==> config.mk <==
export PLATFORM = sky130hd
export DESIGN_NAME = led_step_ctrl
export DESIGN_NICKNAME = d
export VERILOG_FILES = /design/src/rtl/led_step_ctrl.sv
export SDC_FILE = /design/constraint.sdc
export NUM_CORES = 1
export LEC_CHECK = 0
export CORE_MARGIN = 2
export CORE_UTILIZATION = 45
export DETAILED_ROUTE_END_ITERATION = 12
export PLACE_DENSITY = 0.58
export SLEW_MARGIN = 40
export SYNTH_ARGS = -nofsm -noshare
export SYNTH_HDL_FRONTEND = slang
export SYNTH_HIERARCHICAL = 1
export SYNTH_SLANG_ARGS = --single-unit
==> constraint.sdc <==
create_clock -name clk -period 4.8 [get_ports clk]
set_input_delay 0.96 -clock clk [delete_from_list [all_inputs] [get_ports clk]]
set_output_delay 0.96 -clock clk [all_outputs]
set_load 0.02 [all_outputs]
==> src/rtl/led_step_ctrl.sv <==
// led_step_ctrl -- run/pause LED stepping controller with a 4-level speed select.
//
// Raw buttons are synchronised, debounced and turned into one-cycle press pulses.
// A run press toggles RUN/PAUSE. A speed press advances the speed index, 0..3 with wrap.
// In RUN a divider emits a one-cycle step every DIV_BASE * 2^(3-speed) cycles.
//
// Build option: define STEP_SINGLE_EN to add btn_step. A btn_step press in PAUSE
// emits a single step pulse.
//
// Parameters:
//   DIV_BASE   : base step period in clk cycles (>= 1); speed 0 gives DIV_BASE*8
//   DEB_CYCLES : consecutive differing cycles needed to accept a new button level (>= 1)
// Ports:
//   clk        : rising-edge system clock
//   rst        : synchronous active-high reset
//   btn_run    : raw run/pause button, active-high
//   btn_speed  : raw speed button, active-high
//   btn_step   : raw single-step button (STEP_SINGLE_EN builds only)
//   step       : one-cycle advance pulse for the LED shifter (registered)
//   running    : 1 in RUN, 0 in PAUSE (registered)
//   speed      : current speed index, 0 slowest .. 3 fastest (registered)

// Per-button front end: two-flop synchroniser, stability-counter debouncer and
// rising-edge press pulse.
module led_step_deb #(
    parameter int DEB_CYCLES = 500000
) (
    input  logic clk,
    input  logic rst,
    input  logic raw,
    output logic press
);
    localparam int CW = (DEB_CYCLES > 1) ? $clog2(DEB_CYCLES + 1) : 1;

    logic          sync1;
    logic          sync2;
    logic          level;
    logic          level_q;
    logic [CW-1:0] cnt;

    always_ff @(posedge clk) begin
        if (rst) begin
            sync1   <= 1'b0;
            sync2   <= 1'b0;
            level   <= 1'b0;
            level_q <= 1'b0;
            cnt     <= '0;
            press   <= 1'b0;
        end else begin
            sync1   <= raw;
            sync2   <= sync1;
            level_q <= level;
            press   <= level & ~level_q;
            if (sync2 == level) begin
                cnt <= '0;
            end else if (cnt == CW'(DEB_CYCLES - 1)) begin
                // This is the DEB_CYCLES-th consecutive differing cycle.
                level <= sync2;
                cnt   <= '0;
            end else begin
                cnt <= cnt + CW'(1);
            end
        end
    end
endmodule

module led_step_ctrl #(
    parameter int DIV_BASE   = 6250000,
    parameter int DEB_CYCLES = 500000
) (
    input  logic       clk,
    input  logic       rst,
    input  logic       btn_run,
    input  logic       btn_speed,
`ifdef STEP_SINGLE_EN
    input  logic       btn_step,
`endif
    output logic       step,
    output logic       running,
    output logic [1:0] speed
);
`ifdef STEP_SINGLE_EN
    localparam int NB = 3;
`else
    localparam int NB = 2;
`endif
    localparam int DW = $clog2(DIV_BASE * 8);

    typedef enum logic {
        PAUSE = 1'b0,
        RUN   = 1'b1
    } state_t;

    logic [NB-1:0] raw;
    logic [NB-1:0] press;
    logic          run_press;
    logic          speed_press;

    state_t        state;
    state_t        state_nx;
    logic [1:0]    speed_nx;
    logic [DW-1:0] div;
    logic [DW-1:0] div_nx;
    logic [DW-1:0] last;
    logic          step_nx;

`ifdef STEP_SINGLE_EN
    logic          step_press;

    always_comb raw = {btn_step, btn_speed, btn_run};
    always_comb step_press = press[2];
`else
    always_comb raw = {btn_speed, btn_run};
`endif

    always_comb run_press   = press[0];
    always_comb speed_press = press[1];

    for (genvar g = 0; g < NB; g++) begin : g_deb
        led_step_deb #(
            .DEB_CYCLES(DEB_CYCLES)
        ) u_deb (
            .clk  (clk),
            .rst  (rst),
            .raw  (raw[g]),
            .press(press[g])
        );
    end

    // Terminal count P-1 for the current speed.
    always_comb begin
        case (speed)
            2'd0:    last = DW'(DIV_BASE * 8 - 1);
            2'd1:    last = DW'(DIV_BASE * 4 - 1);
            2'd2:    last = DW'(DIV_BASE * 2 - 1);
            default: last = DW'(DIV_BASE - 1);
        endcase
    end

    always_comb begin
        state_nx = state;
        speed_nx = speed;
        div_nx   = div;
        step_nx  = 1'b0;
        if (run_press) begin
            state_nx = (state == RUN) ? PAUSE : RUN;
        end
        if (speed_press) begin
            speed_nx = speed + 2'd1;
        end
        if (run_press || speed_press) begin
            div_nx = '0;
        end else if (state == RUN) begin
            div_nx  = (div == last) ? '0 : div + DW'(1);
            // The step register is loaded from the next count, so the step
            // pulse lines up with the cycle in which the counter holds P-1.
            step_nx = (div_nx == last);
        end
`ifdef STEP_SINGLE_EN
        if (step_press && (state == PAUSE) && !run_press) begin
            step_nx = 1'b1;
        end
`endif
    end

    always_ff @(posedge clk) begin
        if (rst) begin
            state <= RUN;
            speed <= '0;
            div   <= '0;
            step  <= 1'b0;
        end else begin
            state <= state_nx;
            speed <= speed_nx;
            div   <= div_nx;
            step  <= step_nx;
        end
    end

    always_comb running = (state == RUN);
endmodule

Word level (Yosys, flattened, before mapping)
Cells that the tools add are included.
- logic and storage cells: 46
- input bits: 4
- output and inout bits: 4
- flip-flop bits (word level): 78
- add/sub/neg operators: 4
- equal/unequal tests: 8
- reduce and logical (&&, ||, !) cells: 8
- bitwise gates (word level): 7
- muxes and demuxes: 3
- operators with widths (operator ; count):
    $pmux W26 S3 ; 1
    $eq A26 B26 Y1 ; 2
    $add A19 B1 Y19 const B ; 2
    $eq A19 B19 Y1 const B ; 2
    $add A26 B1 Y26 const B ; 1
    $mux W26 ; 1
    $reduce_or A3 Y1 ; 3
    $not A1 Y1 ; 5
    $reduce_and A2 Y1 ; 2
    $add A2 B1 Y2 const B ; 1
    $and A1 B1 Y1 ; 2
    $eq A1 B1 Y1 ; 2
    $eq A2 B1 Y1 const B ; 1
    $eq A2 B2 Y1 const B ; 1
    $logic_not A2 Y1 ; 1
    $reduce_or A2 Y1 ; 1
    $logic_or A1 B1 Y1 ; 1
    $mux W1 ; 1

Longest topological paths before layout
Gate-level depths: netlist of run 1.
- word-level depth: 5
- mapped depth: 12
- mapped depth without buffers: 9

Cells and area by module
The synthesis of run 1 kept the hierarchy.
- by module, submodules not included (module ; cells an instance ; times used ; area an instance (sq um)):
    led_step_ctrl ; 313 ; 1 ; 2431.1
    led_step_deb ; 111 ; 2 ; 1019.7

Worst setup path after synthesis of run 1
No wires, ideal clock.
- kind: register -> register
- start point: register speed[0]
- end point: register step
- required time: 4.683 ns
- clock period less this slack: 2.876 ns
- setup slack: 1.924 ns
- arrival: 2.759 ns
- buffers on the path: 1
- stages on the path, launching flop included: 11
- cell sequence: dfxtp_1 -> inv_1 -> ha_1 -> or2_1 -> or3_1 -> a2111o_1 -> or2_1 -> buf_6 -> a221oi_2 -> a221oi_1 -> and4bb_1
- cells in the longest elaborated chain, start to end: 5
- elaborated cells between the ends (all ways): 7
- RTL lines (element ; line ; RTL):
    from (decl) ; 80 ; output logic [1:0] speed
    from (signal assigned) ; 174 ; speed <= speed_nx;
    $eq A2 B2 Y1 (tied with other cells) ; 132 ; case (speed)
    $pmux W26 S3 (*) ; 132 ;
    $eq A26 B26 Y1 ; 154 ; div_nx = (div == last) ? '0 : div + DW'(1);
    $mux W26 ; 154 ;
    $eq A26 B26 Y1 (*) ; 157 ; step_nx = (div_nx == last);
    to (signal assigned) ; 176 ; step <= step_nx;
    to (decl) ; 78 ; output logic step,
Every way passes the cells marked *; elsewhere a longest branch is shown, timed or not.
A chain may end at the register's enable or synchronous reset.

Worst setup path after layout of run 1
Same ends and word-level chain as after synthesis.

==> results of run 1 <==
-- kinds of logic (layout without fill, tap and decap cells) --
kind of cell | count (synthesis) | count (layout) | share of synthesized area [%]
compound gates | 93 | 93 | 14.3
xor+xnor | 52 | 52 | 10.8
fa+ha+maj | 11 | 11 | 3.02
buf+inv | 49 | 47 | 5.26
flops | 78 | 78 | 34.9
mux | 5 | 5 | 1.12
simple gates | 247 | 247 | 30.6
-- per-layer routing --
metal | share of wire, % | vias up
li1 | - | 1931
met1 | 48 | 1812
met2 | 46 | 86
met3 | 4.5 | 20
met4 | 2.3 | 0
met5 | 0 | -
-- sequential cells by signal (all words and copies together), names as in the netlist --
signal,count
g_deb.u_deb/sync1,2
step,1
g_deb.u_deb/level_q,2
g_deb.u_deb/level,2
g_deb.u_deb/sync2,2
speed,2
running,1
div,26
g_deb.u_deb/press,2
g_deb.u_deb/cnt,38
-- power by group through the flow --
stage | logic [W] | registers, W | clock network, W
after floorplan | 0.0000189 | 0.000669 | 0
after global routing | 0.0000292 | 0.000656 | 0.000612
after global placement | 0.0000256 | 0.000670 | 0
after detailed placement | 0.0000262 | 0.000671 | 0
after CTS | 0.0000263 | 0.000655 | 0.000585
final | 0.0000261 | 0.000655 | 0.000570
-- final cells by class --
type                    instances  area, sq um  area share (%)
flip-flops and latches         78         1560            32.5
clock inverters                 4         77.6            1.61
inverters                      20         75.1            1.56
clock buffers                  12          145            3.02
repair buffers                 11          100            2.08
well taps                     133          166            3.46
multi-input cells             408         2680            55.8
-- cells in the mapped netlist, drive strengths merged (3+ instances only) --
| master | n |
|---|---|
| a21oi | 15 |
| a221oi | 3 |
| and3 | 9 |
| and3b | 4 |
| and4 | 9 |
| buf | 18 |
| clkbuf | 11 |
| dfxtp | 78 |
| ha | 10 |
| inv | 20 |
| mux2i | 5 |
| nand2 | 25 |
| nand2b | 6 |
| nand3 | 29 |
| nand4 | 30 |
| nor2 | 67 |
| nor2b | 8 |
| nor3 | 14 |
| nor3b | 4 |
| nor4 | 13 |
| nor4b | 3 |
| o21ai | 33 |
| o31ai | 13 |
| o41ai | 7 |
| or2 | 5 |
| or3 | 6 |
| or3b | 4 |
| or4 | 5 |
| xnor2 | 37 |
| xor2 | 13 |
-- through the flow --
step                      power, W  cell area [sq um]
after floorplan           0.000688               4470
after global placement    0.000696               4580
after detailed placement  0.000697               4580
after CTS                  0.00127               4800
after global routing       0.00130               4810
final                      0.00125               4810
-- cells in the final DEF (no fill, tap or decap), types with 11 or more instances in the layout --
master / netlist / layout
sky130_fd_sc_hd__inv_1: 20 / 20
sky130_fd_sc_hd__dfxtp_1: 78 / 78
sky130_fd_sc_hd__nor2_1: 67 / 67
sky130_fd_sc_hd__nand2_1: 25 / 25
sky130_fd_sc_hd__nand4_1: 29 / 29
sky130_fd_sc_hd__o21ai_0: 32 / 32
sky130_fd_sc_hd__nor4_1: 13 / 12
sky130_fd_sc_hd__xnor2_1: 37 / 37
sky130_fd_sc_hd__xor2_1: 13 / 13
sky130_fd_sc_hd__nor3_1: 14 / 14
sky130_fd_sc_hd__nand3_1: 27 / 27
sky130_fd_sc_hd__a21oi_1: 15 / 15
sky130_fd_sc_hd__o31ai_1: 11 / 11
-- worst paths after layout --
kind              cells after the start                   start                   end
setup reg to reg                      9                speed[0]                  step
hold reg to reg                       1  g_deb[0].u_deb/level_q  g_deb[0].u_deb/press
setup / recovery                      9                speed[0]                  step
hold / removal                        1  g_deb[0].u_deb/level_q  g_deb[0].u_deb/press
==> impl_metrics.tcl, run 1 <==
set metrics [dict create \
    status "finished clean" \
    routed-via-count 3849 \
    global_route.usage.met1_pct 26.6 \
    synth_cells 535 \
    synth.cell_area_sq_um 4470 \
    critPathMaxFanout 10 \
    portBuffers 7 \
    global_route.peak_usage_layer "met2" \
    worst_slew_margin_rel_pct 45.9 \
    cts.hold.buffers_added 0 \
    final_net_count 542 \
    rsz0062_at_grt "false" \
    wl_per_cell_microns 15.3 \
    die_height_microns 104 \
    critPathBufInv 1 \
    share_of_flip_flops_with_an_asynchronous_set_or_reset_pct 0 \
    most_area_consuming_cells_after_synthesis "sky130_fd_sc_hd__dfxtp_1 (35%), sky130_fd_sc_hd__xnor2_1 (7.2%), sky130_fd_sc_hd__nor2_1 (5.6%), sky130_fd_sc_hd__nand4_1 (4.1%), sky130_fd_sc_hd__o21ai_0 (3.6%)" \
    wire_length_of_the_first_global_routing_pass_microns 17500 \
    die-area_sq_um 10700 \
    power.switching_fraction_pct 22.2 \
    tightestPinTransition_ps 805 \
    power_frac_comb_pct 2.1 \
    category_of_the_worst_setup_path_capture_point "flop" \
    max_clock_freq_ghz 0.333 \
    syn_nets 549 \
    tritoncts "done" \
    dp_hpwl_microns 7150 \
    maximum_capacitance_violations 0 \
    worstPathCellList "inv_1 -> ha_1 -> or2_1 -> or3_1 -> a2111o_1 -> or2_1 -> a221oi_2 -> a221oi_1 -> and4bb_1" \
    antenna_cells 0 \
    groute.layer.met2.usage_pct 30.7 \
    r2r_setup_slack_ps 1800 \
    grt_pass1_vias 3616 \
    post_cts_resize_count 0 \
    worstPathArrival_ps 3250 \
    skew_final_ps 11.1 \
    leakage_nw 1.51 \
    ioPinCount 8 \
    worst-setup-path-type "reg -> reg" \
    worst_slack_ps 1800 \
    tritoncts.num_buffers 9 \
    synth_flop_cell "sky130_fd_sc_hd__dfxtp_1" \
    finalHoldWorstSlack_ps 386 \
    clk_pin_slew_ps 90 \
    fraction_of_final_layout_cells_sized_beyond_drive_strength_1_pct 6.94 \
    grt_max_degree 39 \
    antenna_violations_before_repair 0 \
    clockPowerShare_pct 45.5 \
    power_frac_seq_pct 52.4 \
    min-delay-path-class "reg -> reg" \
    clk_latency_ps 350 \
    drt-vias-per-instance 5.78 \
    largest_delay_contributor_family_on_the_critical_path "simple AND/OR/NAND/NOR gates" \
    power.internal_w 0.000973 \
    gpl.final_weighted_congestion 0.873 \
    drt.antenna.violating_nets 0 \
    delay_contributed_by_the_slowest_stage_of_the_critical_path_ps 550 \
    routed_wirelength_microns 10200 \
    synth-edff-count 0 \
    initial_utilization_pct 45.9 \
    cts_htree_levels 3 \
    syn_to_final_growth_pct 7.58 \
    placement_rows 36 \
    period_minus_slack_ps 3000 \
    groute.usage.overall_pct 19.5 \
    number_of_sinks_on_the_clock_net 78 \
    fin_cells 666 \
    post_cts_buffers 0 \
    drt_pre_antenna_iters 4 \
    dp.cells 649 \
    dp_worst_setup_slack_ps 1720 \
    die_width_microns 104 \
    clock_path_buffers 2 \
    clk_root_buffer_cell "sky130_fd_sc_hd__clkbuf_8" \
    synth_area_per_cell_sq_um 8.36 \
    critical-path-slowest-cell "sky130_fd_sc_hd__dfxtp_1" \
    filler_cell_count 986 \
    synth.yosys.warnings 6 \
    switchingPower_w 0.000278 \
    dr.first_iter.drc_count 190 \
    final-hold-violation-count 0 \
    synth.lib_cells_used.distinct 66 \
    sequential_cell_area_fraction_in_the_yosys_report_pct 34.9 \
    ys_seq_elements 78 \
    setup_total_negative_slack_ps 0 \
    synth_top_area_share_pct 34.9 \
    drcViolationCount 0 \
    grt_overflow_total 0 \
    met3_usage_pct 4.03 \
    timing.final.crit_share_pct 62.6 \
    total_power_density_per_cell_area_nw_per_um2 260 \
    power.ir.vdd_worst_v 0.000155 \
    total_of_endpoints_with_negative_setup_slack_in_the_final_report 0 \
    worst_ep_required_ps 5050 \
    timing.final.max_slew_violations 0 \
    core_area_sq_um 9730 \
    yosysTopAreaCell "sky130_fd_sc_hd__dfxtp_1" \
    critical_path.most_common_cell "sky130_fd_sc_hd__or2_1" \
    final_core_utilization_pct 49.4 \
    critPathLaunchType "flop" \
]
Note: power is estimated with default switching activity, not from simulation.
==> run 2, diff against run 1 <==
Settings changed: PLACE_DENSITY 0.58 to 0.6.
Clock period 4.8 ns to 2.5 ns, I/O delays scaled along.
==> run 2 against run 1 <==
Hold slack got worse by 1.1 ps. Combinational power increased to 3.0 times the previous value. Sequential power increased by 91%. Critical path depth unchanged. Die area unchanged.
==> impl_metrics.tcl, run 2 (synthesis gave the netlist of run 1 again) <==
set metrics [dict create \
    routed_wirelength_microns 10800 \
    fraction_of_final_layout_cells_sized_beyond_drive_strength_1_pct 17.4 \
    power_w 0.00238 \
    drt-vias-per-instance 5.71 \
    die-area_sq_um 10700 \
    leakage_nw 1.80 \
    tritoncts.num_buffers 9 \
    die_width_microns 104 \
    number_of_sinks_on_the_clock_net 78 \
    clk_pin_slew_ps 90 \
    final-hold-violation-count 0 \
    max_clock_freq_ghz 0.403 \
    tightestPinTransition_ps 565 \
    critical_path.startpoint "speed[0]" \
    crit-reg2reg-launch "speed[0]" \
    hold_path_startpoint "g_deb[1].u_deb/level_q" \
    final_common_cell "sky130_fd_sc_hd__dfxtp_1" \
    routed-via-count 4097 \
    skew_final_ps 13.6 \
    worstPathArrival_ps 2730 \
    power.ir.vdd_worst_v 0.000303 \
    antenna_violations_before_repair 0 \
    worst_slew_margin_rel_pct 62.0 \
    period_minus_slack_ps 2480 \
    dp_hpwl_microns 7830 \
    initial_utilization_pct 45.9 \
    clock_path_buffers 2 \
    portBuffers 7 \
    grt_pass1_vias 3818 \
    grt_overflow_total 0 \
    grt_max_degree 27 \
    category_of_the_worst_setup_path_capture_point "flop" \
    drt.antenna.violating_nets 0 \
    setup_total_negative_slack_ps 0 \
    maximum_capacitance_violations 0 \
    placement_rows 36 \
    critPathMaxFanout 6 \
    wl_per_cell_microns 15.0 \
    rsz0062_at_grt "true" \
    critPathLaunchType "flop" \
    total_power_density_per_cell_area_nw_per_um2 449 \
    gpl.final_weighted_congestion 0.956 \
    tritoncts "done" \
    finalHoldWorstSlack_ps 384 \
    groute.usage.overall_pct 20.0 \
    antenna_cells 0 \
    ioPinCount 8 \
    registers.top_by_ff_count "g_deb.u_deb/cnt" \
    reg.largest.list "g_deb.u_deb/cnt x38, div x26" \
    core_area_sq_um 9730 \
    drcViolationCount 0 \
    dp_worst_setup_slack_ps -47.0 \
    cts_htree_levels 3 \
    die_height_microns 104 \
    syn_to_final_growth_pct 18.8 \
    drt_pre_antenna_iters 4 \
    dr.first_iter.drc_count 253 \
    layout_common_cells "sky130_fd_sc_hd__dfxtp_1 (76), sky130_fd_sc_hd__nor2_1 (67), sky130_fd_sc_hd__buf_4 (53), sky130_fd_sc_hd__xnor2_1 (37), sky130_fd_sc_hd__o21ai_0 (31)" \
    final_net_count 594 \
    worst-setup-path-type "reg -> reg" \
    timing.final.max_slew_violations 0 \
    status "finished clean" \
    min-delay-path-class "reg -> reg" \
    worst_ep_required_ps 2750 \
    wire_length_of_the_first_global_routing_pass_microns 17900 \
    timing.final.crit_share_pct 99.2 \
    clk_root_buffer_cell "sky130_fd_sc_hd__clkbuf_8" \
    cts.hold.buffers_added 0 \
    largest_register_ffs 38 \
    total_of_endpoints_with_negative_setup_slack_in_the_final_report 0 \
    worst_slack_ps 19.9 \
    clk_latency_ps 350 \
]
## run 2: changes by cell type in the layout (fill, tap and decap cells not counted), moves of 2 or more
cell                        delta
sky130_fd_sc_hd__buf_4        +49
sky130_fd_sc_hd__ha_1          -4
sky130_fd_sc_hd__clkbuf_1      -2
sky130_fd_sc_hd__clkbuf_16     +2
sky130_fd_sc_hd__dfxtp_1       -2
sky130_fd_sc_hd__dfxtp_4       +2
sky130_fd_sc_hd__ha_2          +2
sky130_fd_sc_hd__ha_4          +2
sky130_fd_sc_hd__inv_6         -2
## run 2: cell type report
cell class / instances / area (sq um)
Multi-Input combinational cell: 408 / 2750
Fill cell: 966 / 4420
Tap cell: 133 / 166
Inverter: 20 / 77.6
Clock buffer: 12 / 176
Timing Repair Buffer: 63 / 524
Sequential cell: 78 / 1570
Clock inverter: 4 / 51.3
## run 2: through the flow
| stage | std cells | area [sq um] | util, % |
|---|---|---|---|
| 2_1_floorplan | 535 | 4510 | - |
| 3_3_place_gp | 699 | 5010 | 51.5 |
| 3_5_place_dp | 699 | 5010 | 51.5 |
| 4_1_cts | 715 | 5240 | 53.8 |
| 5_1_grt | 718 | 5310 | 54.6 |
| 6_report | 718 | 5310 | 54.6 |
## run 2: worst max-delay path, cell delays in order (launching register included)
cell and delay (ps):
sky130_fd_sc_hd__dfxtp_4 390, sky130_fd_sc_hd__inv_4 50, sky130_fd_sc_hd__ha_4 150, sky130_fd_sc_hd__or2_1 230, sky130_fd_sc_hd__or3_1 310, sky130_fd_sc_hd__a2111o_1 440
sky130_fd_sc_hd__or2_4 310, sky130_fd_sc_hd__a221oi_2 240, sky130_fd_sc_hd__a221oi_1 70, sky130_fd_sc_hd__and4bb_1 210
## run 2: timing repair
item,4_1_cts,5_1_grt
resized for setup,1,9
pin swaps,1,3
cloned,0,1
setup buffers,0,2
endpoints found under the setup margin,1,17
## run 2: final timing paths
path / end / slack (ps) / depth (start not counted)
setup / recovery: step / 20 / 9
hold / removal: g_deb[1].u_deb/press / 380 / 1
setup reg to reg: step / 20 / 9
hold reg to reg: g_deb[1].u_deb/press / 380 / 1
## run 2: layer usage
layer  track usage (%)  routed length [microns]
met2              32.7                     5040
met3              3.96                      570
met1              26.5                     4940
met4              6.56                      206
met5                 0                        0
## run 2: power by group
part | total [W] | leakage (nW) | switching, W | internal (W)
Sequential | 0.00125 | 0.631 | 0.00000551 | 0.00125
Clock | 0.00105 | 0.114 | 0.000475 | 0.000577
Combinational | 0.0000789 | 1.06 | 0.0000403 | 0.0000386
Total | 0.00238 | 1.80 | 0.000521 | 0.00186
